<file path="config.mk">
export PLATFORM = sky130hd
export DESIGN_NAME = fu_arbiter
export DESIGN_NICKNAME = d
export VERILOG_FILES = /design/src/rtl/fu_arbiter.sv
export SDC_FILE = /design/constraint.sdc
export NUM_CORES = 1
export LEC_CHECK = 0
export CORE_ASPECT_RATIO = 0.75
export CORE_UTILIZATION = 42
export DETAILED_ROUTE_END_ITERATION = 10
export GPL_TIMING_DRIVEN = 0
export PLACE_DENSITY = 0.85
export SLEW_MARGIN = 10
export SYNTH_ARGS = -nofsm -noshare
export SYNTH_HDL_FRONTEND = slang
export SYNTH_SLANG_ARGS = --single-unit
</file>
<file path="constraint.sdc">
create_clock -name clk -period 2.8 [get_ports clk]
set_input_delay 0.28 -clock clk [delete_from_list [all_inputs] [get_ports clk]]
set_output_delay 0.28 -clock clk [all_outputs]
set_load 0.05 [all_outputs]
</file>
<file path="src/rtl/fu_arbiter.sv">
// rtl/fu_arbiter.sv - round-robin arbiter sharing one 16-bit function unit
// Accepts one op at a time, holds FU operands in registers and returns f/z/n to the issuer.
module fu_arbiter #(
   parameter int NREQ    = 2,
   parameter int MUL_LAT = 2
) (
   input  logic                 clk,
   input  logic                 rst,
   input  logic [NREQ-1:0]      req_valid_in,
   output logic [NREQ-1:0]      req_ready_out,
   input  logic [NREQ*16-1:0]   req_a_in,
   input  logic [NREQ*16-1:0]   req_b_in,
   input  logic [NREQ*4-1:0]    req_fs_in,
   output logic [NREQ-1:0]      rsp_valid_out,
   input  logic [NREQ-1:0]      rsp_ready_in,
   output logic [15:0]          rsp_f_out,
   output logic                 rsp_z_out,
   output logic                 rsp_n_out,
   output logic [15:0]          fu_a_out,
   output logic [15:0]          fu_b_out,
   output logic [3:0]           fu_fs_out,
   input  logic [15:0]          fu_f_in,
   input  logic                 fu_z_in,
   input  logic                 fu_n_in,
   output logic                 busy_out
);

   localparam int GW = (NREQ > 1) ? $clog2(NREQ) : 1;
   localparam int CW = $clog2(MUL_LAT + 1);
   localparam logic [3:0] FS_FMUL = 4'b0011;

   typedef enum logic [1:0] {S_IDLE, S_EXEC, S_RESP} state_t;

   state_t          state_q;
   logic [GW-1:0]   rr_q;
   logic [GW-1:0]   gnt_q;
   logic [CW-1:0]   cnt_q;
   logic [NREQ-1:0] rsp_valid_q;
   logic [15:0]     fu_a_q;
   logic [15:0]     fu_b_q;
   logic [3:0]      fu_fs_q;
   logic [15:0]     rsp_f_q;
   logic            rsp_z_q;
   logic            rsp_n_q;

   logic [GW-1:0]   gnt_idx;
   logic            gnt_found;
   logic [15:0]     sel_a;
   logic [15:0]     sel_b;
   logic [3:0]      sel_fs;
   logic [NREQ-1:0] gnt_onehot;
   logic [GW-1:0]   rr_d;

   // Search starts at the rr pointer so the last served requester goes to the back.
   always_comb begin
      int          k;
      logic [GW-1:0] kk;
      k         = 0;
      kk        = '0;
      gnt_found = 1'b0;
      gnt_idx   = '0;
      for (int i = 0; i < NREQ; i++) begin
         k  = (int'(rr_q) + i) % NREQ;
         kk = GW'(k);
         if (!gnt_found && req_valid_in[kk]) begin
            gnt_found = 1'b1;
            gnt_idx   = kk;
         end
      end
   end

   always_comb begin
      sel_a         = '0;
      sel_b         = '0;
      sel_fs        = '0;
      req_ready_out = '0;
      gnt_onehot    = '0;
      for (int j = 0; j < NREQ; j++) begin
         if (gnt_idx == GW'(j)) begin
            sel_a  = req_a_in[j*16 +: 16];
            sel_b  = req_b_in[j*16 +: 16];
            sel_fs = req_fs_in[j*4 +: 4];
         end
         req_ready_out[j] = (state_q == S_IDLE) && !rst && gnt_found && (gnt_idx == GW'(j));
         gnt_onehot[j]    = (gnt_q == GW'(j));
      end
      rr_d = (gnt_q == GW'(NREQ - 1)) ? '0 : gnt_q + 1'b1;
   end

   always_ff @(posedge clk) begin
      if (rst) begin
         state_q     <= S_IDLE;
         rr_q        <= '0;
         gnt_q       <= '0;
         cnt_q       <= '0;
         rsp_valid_q <= '0;
         fu_a_q      <= '0;
         fu_b_q      <= '0;
         fu_fs_q     <= '0;
         rsp_f_q     <= '0;
         rsp_z_q     <= 1'b0;
         rsp_n_q     <= 1'b0;
      end else begin
         case (state_q)
            S_IDLE: begin
               if (gnt_found) begin
                  fu_a_q  <= sel_a;
                  fu_b_q  <= sel_b;
                  fu_fs_q <= sel_fs;
                  gnt_q   <= gnt_idx;
                  cnt_q   <= (sel_fs == FS_FMUL) ? CW'(MUL_LAT) : CW'(1);
                  state_q <= S_EXEC;
               end
            end
            S_EXEC: begin
               if (cnt_q == CW'(1)) begin
                  rsp_f_q     <= fu_f_in;
                  rsp_z_q     <= fu_z_in;
                  rsp_n_q     <= fu_n_in;
                  rsp_valid_q <= gnt_onehot;
                  cnt_q       <= '0;
                  state_q     <= S_RESP;
               end else begin
                  cnt_q <= cnt_q - 1'b1;
               end
            end
            S_RESP: begin
               if (rsp_ready_in[gnt_q]) begin
                  rsp_valid_q <= '0;
                  rr_q        <= rr_d;
                  state_q     <= S_IDLE;
               end
            end
            default: state_q <= S_IDLE;
         endcase
      end
   end

   assign rsp_valid_out = rsp_valid_q;
   assign rsp_f_out     = rsp_f_q;
   assign rsp_z_out     = rsp_z_q;
   assign rsp_n_out     = rsp_n_q;
   assign fu_a_out      = fu_a_q;
   assign fu_b_out      = fu_b_q;
   assign fu_fs_out     = fu_fs_q;
   assign busy_out      = (state_q != S_IDLE);

endmodule
</file>
# Word-level counts from Yosys, hierarchy flattened

Cells that the tools add are included.

Output and inout bits: 59
Register bits after elaboration: 62

Equality and inequality tests: 7
Reductions and logical operators: 17
Bitwise operators: 2
Magnitude comparators: 3
$add $sub $neg: 3
Multiplexer cells: 24

Operators by type and width:

| operator                                                              | number |
|---|---|
| 16-bit 2-to-1 mux                                                     | 2 |
| 2-bit 2-to-1 mux                                                      | 7 |
| 1-bit 2-to-1 mux                                                      | 11 |
| 2-bit one-hot mux with 2 select lines                                 | 2 |
| 2-bit AND reduction                                                   | 4 |
| 1-bit by 2-bit < comparator with 1-bit output, second input constant  | 3 |
| 2-bit != test, second input constant                                  | 3 |
| 2-bit one-hot mux with 3 select lines                                 | 1 |
| 3-bit AND reduction                                                   | 2 |
| 2-bit nonzero test                                                    | 3 |
| 1-bit logical AND                                                     | 5 |
| 2-bit by 1-bit equality test with 1-bit output, second input constant | 2 |
| 4-bit by 2-bit equality test with 1-bit output, second input constant | 1 |
| 4-bit 2-to-1 mux                                                      | 1 |
| 1-bit adder, second input constant                                    | 2 |
| 2-bit equality test, second input constant                            | 1 |
| 1-bit logical NOT                                                     | 2 |
| 2-bit logical NOT                                                     | 1 |
| 1-bit NOT                                                             | 2 |
| 2-bit by 1-bit subtractor with 2-bit output, second input constant    | 1 |

# Logic depth before layout (Yosys ltp)

Gate-level depths: netlist of run 1.

Word-level depth: 11
Gate-level depth with buffers: 7

# Worst setup path after synthesis of run 1

Ideal clock, no wire load.

Path type: in2out
Start: input req_valid_in[1]
End: output req_ready_out[1]
Arrival time: 2.262 ns
Cell stages on the path: 5
Slack: 0.258 ns
Cell sequence: buf_6 -> inv_2 -> buf_4 -> buf_2 -> nor4_1

Longest elaborated chain between the ends: 8
Elaborated cells on any way between the ends: 12
Classes of those cells: mux: 8; reduce/logical: 4

RTL lines:

| item                                                 | RTL line | text |
|---|---|---|
| start, declared                                      | 9        | `input logic [NREQ-1:0] req_valid_in,` |
| 1-bit 2-to-1 mux (implied by the code) (2 in series) | 65       | `if (!gnt_found && req_valid_in[kk]) begin` |
| 1-bit 2-to-1 mux                                     | 65       |  |
| 1-bit logical NOT                                    | 65       |  |
| 1-bit logical AND                                    | 65       |  |
| 1-bit 2-to-1 mux                                     | 65       |  |
| 1-bit logical AND                                    | 84       | `req_ready_out[j] = (state_q == S_IDLE) && !rst && gnt_found && (gnt_idx == GW'(j));` |
| 1-bit logical AND (*)                                | 84       |  |
| end, declared                                        | 10       | `output logic [NREQ-1:0] req_ready_out,` |

Every way passes the cells marked *; elsewhere a longest branch is shown, timed or not. The select of a mux whose other input is x is not followed.

# Worst setup path after layout of run 1

Start: register state_q[0]
End: output req_ready_out[0]

Longest elaborated chain between the ends: 4

RTL lines:

| item                            | RTL line | text |
|---|---|---|
| start, declared                 | 34       | `state_t state_q;` |
| start signal, assigned          | 92       | `state_q <= S_IDLE;` |
| start signal, assigned          | 112      | `state_q <= S_EXEC;` |
| start signal, assigned          | 122      | `state_q <= S_RESP;` |
| 2-bit logical NOT               | 84       |  |
| 1-bit logical AND (3 in series) | 84       |  |

No other way between the ends.

==> run_results.csv, run 1 <==
group,metric,value,unit
run_status,status,"complete, but fails checks",
run_status,failed_checks,"DRC",
routing,drtIter0Drc,224,
synth,ys_warn_count,0,
sta,setup_tns,0,ns
routing,ant_nets,0,
routing,dr.pass1.iters,9,
synth,synth_seq_cells,62,
critical_path,arrival,2.39,ns
synth,syn_area,2900,um2
sta,worst_slew_pin_slew,0.535,ns
sta,fmax,375,MHz
placed_design,hpwl,7100,um
sta,final_hold_viol_count,0,
clocking,postCtsSetupBuffers,0,
routing,wl_per_cell,16.2,um
synth,synth-edff-count,0,
floorplan,rows,25,
clocking,cts_max_level,3,
placed_design,place.gp.congestion,0.831,
critical_path,end_kind,"output pin",
global_route,grt_overflow,0,
clocking,clk_pin_slew_worst_paths,0.07,ns
global_route,track_usage,0.268,
sta,setup_ws,0.133,ns
sta,fin_crit,2.67,ns
cells_and_area,area_growth_syn_to_layout,62.2,%
power_and_ir_drop,power.leakage,1.64,nW
global_route,grt_pass1_vias,3144,
floorplan,die_area,7250,um2
placed_design,dpl_worst_slack,0.188,ns
cells_and_area,diodes,0,
floorplan,fp.coreArea,6470,um2
critical_path,cp_max_fo,9,
sta,period_share,0.953,
clocking,worstSkewPairLatency,0.34,ns
routing,vias,3391,
cells_and_area,postLayoutCellArea,4710,um2
synth,yosysUniqueCellTypes,37,
routing,via_per_inst,5.67,
global_route,antenna_found_initial,0,
clocking,cts_tree,"yes",
synth,syn_avg_cell_area,8.31,um2
cells_and_area,layout.nets,609,
critical_path,crit_type,"flop to output pin",
sta,setup_viol,0,
floorplan,die_h,74.0,um
clocking,root_buffer,"clkbuf_8",
power_and_ir_drop,irDropWorstVdd,0.000423,V
sta,finClkSkew,0.00606,ns
global_route,grt_pass1_wl,15200,um
clocking,ctsLongestPathBuffers,2,
hold_path,whs_endpoint,"fu_a_out[9]",
critical_path,r2r_setup_slack,1.31,ns
floorplan,initial_utilization,0.448,
clocking,cts.sinks,62,
cells_and_area,fillCellCount,525,
critical_path,reg2regPathDepth,5,
synth,synthCells,349,
floorplan,ios,155,
hold_path,min_path_cells,4,
clocking,postCtsHoldBufs,0,
critical_path,r2r-end,"fu_a_out[0]",
synth,syn-num-nets,446,
critical_path,critPathLaunchType,"flop",
global_route,grt_max_degree,11,
synth,ys.flop_type,"dfxtp_1",
clocking,post_cts_resized,0,
sta,slew_headroom,0.642,
placed_design,placed_area,4520,um2
clocking,cts-buffers-inserted,9,
critical_path,reg2reg_from,"state_q[0]",
cells_and_area,drive_gt1_frac,0.0851,
routing,totalWireLength,9680,um
power_and_ir_drop,p_total,2.90,mW
synth,yosysSeqAreaShare,0.428,
routing,drc,12,
critical_path,cp.required,2.52,ns
run,max-cap-violations,0,
synth,synthArstFlopShare,0,
power_and_ir_drop,p_per_area,616,nW/um2
hold_path,hp-start,"req_valid_in[1]",
floorplan,die_w,98.0,um
sta,rsz0062_at_grt,"false",
placed_design,numPortBuffers,152,
hold_path,hold_class,"input pin to flop",
sta,slew_viol_final,0,
kinds of logic after synthesis:
kind of cell | Yosys count | synth area share
AO/OA/AOI/OAI | 144 | 0.307
AND/OR/NAND/NOR | 98 | 0.167
multiplexers | 1 | 0.00345
buffers and inverters | 43 | 0.0910
flip-flops | 62 | 0.428
adder cells (fa/ha/maj) | 1 | 0.00431
area by class of cell:
type	instances	area, um2	share of cell area
Clock inverter	4	47.5	0.0101
Sequential cell	62	1240	0.264
Tap cell	81	101	0.0215
Inverter	4	15.0	0.00319
Timing Repair Buffer	152	1520	0.323
Buffer	39	249	0.0529
Multi-Input combinational cell	244	1400	0.297
Clock buffer	12	135	0.0287
cells in the mapped netlist, drive strengths merged (2+ instances only):
master  instances  area share
nand3          38       0.066
nor3            2      0.0034
dfxtp          62        0.43
nand2b          5       0.011
inv             4      0.0052
nor2            4      0.0086
clkbuf         16       0.022
or4b            2      0.0069
or2             2      0.0043
o211ai          2      0.0052
o21bai          2      0.0052
buf            23       0.064
and3b           2      0.0060
a311oi         37        0.11
nand2          39       0.050
a21oi          60        0.10
o21ai          38       0.066
flip-flops by register name (all words and copies together), names as in the netlist:
signal and flops:
rsp_f_out 16, rsp_valid_out 2, fu_b_out 16, rsp_n_out 1, rr_q 1, fu_fs_out 4
cnt_q 2, rsp_z_out 1, state_q 2, gnt_q 1, fu_a_out 16
per-stage QoR:
step | utilization | hold slack [ns] | cells
2_1_floorplan | - | 0.416 | 349
3_3_place_gp | 0.699 | 0.443 | 582
3_5_place_dp | 0.699 | 0.449 | 582
4_1_cts | 0.727 | 0.433 | 598
5_1_grt | 0.727 | 0.469 | 598
6_report | 0.727 | 0.446 | 598
how the worst max path moves through the flow:
stage               startpoint                to  slack [ns]  cells after the start
2_1_floorplan  req_valid_in[1]  req_ready_out[1]        0.26                      5
3_3_place_gp   req_valid_in[0]  req_ready_out[0]        0.19                      6
3_5_place_dp   req_valid_in[0]  req_ready_out[0]        0.19                      6
4_1_cts             state_q[0]  req_ready_out[0]        0.12                      5
5_1_grt             state_q[0]  req_ready_out[0]        0.02                      5
6_report            state_q[0]  req_ready_out[0]        0.13                      5
routing by layer:
layer | up-vias | routed length, um | GRT usage
li1 | 1620 | - | -
met1 | 1569 | 3980 | 0.342
met2 | 190 | 4490 | 0.449
met3 | 12 | 1100 | 0.0648
met4 | 0 | 108 | 0.0976
met5 | - | 0 | 0
critical path: stages (launching register included):
cell and delay, ns:
dfxtp_1 0.38, nor2_2 0.21, inv_2 0.10, nor3_1 0.31, a21boi_0 0.21, clkdlybuf4s50_1 0.85
cells in the final DEF (no fill, tap or decap), drive strengths merged:
cell,synthesis,routed
inv,4,4
dfxtp,62,62
nand3,38,38
bufinv,0,1
a311oi,37,37
nand3b,1,1
buf,23,23
and3b,2,2
or2,2,2
mux2i,1,1
nor2,4,4
o2111ai,1,1
ha,1,1
nand2b,5,5
o21a,1,1
nor4bb,1,1
clkbuf,16,28
o21bai,2,2
nand2,39,39
nor3,2,2
o211ai,2,2
nor4,1,1
o21ai,38,38
clkinv,0,2
and2b,1,1
clkdlybuf4s50,0,152
clkinvlp,0,1
a21oi,60,60
a31oi,1,1
or4b,2,2
a21boi,1,1
a31o,1,1
power breakdown:
part           total [mW]  internal [mW]  switching (mW)
sequential           1.05          0.985          0.0620
clock               0.753          0.409           0.344
combinational        1.10          0.442           0.660
Note: power is estimated with default switching activity, not from simulation.
==> run 2, diff against run 1 <==
- CAP_MARGIN: unset -> 10
==> results of run 2 <==
Same layout as run 1: the final DEF is identical, and so are final timing and power.
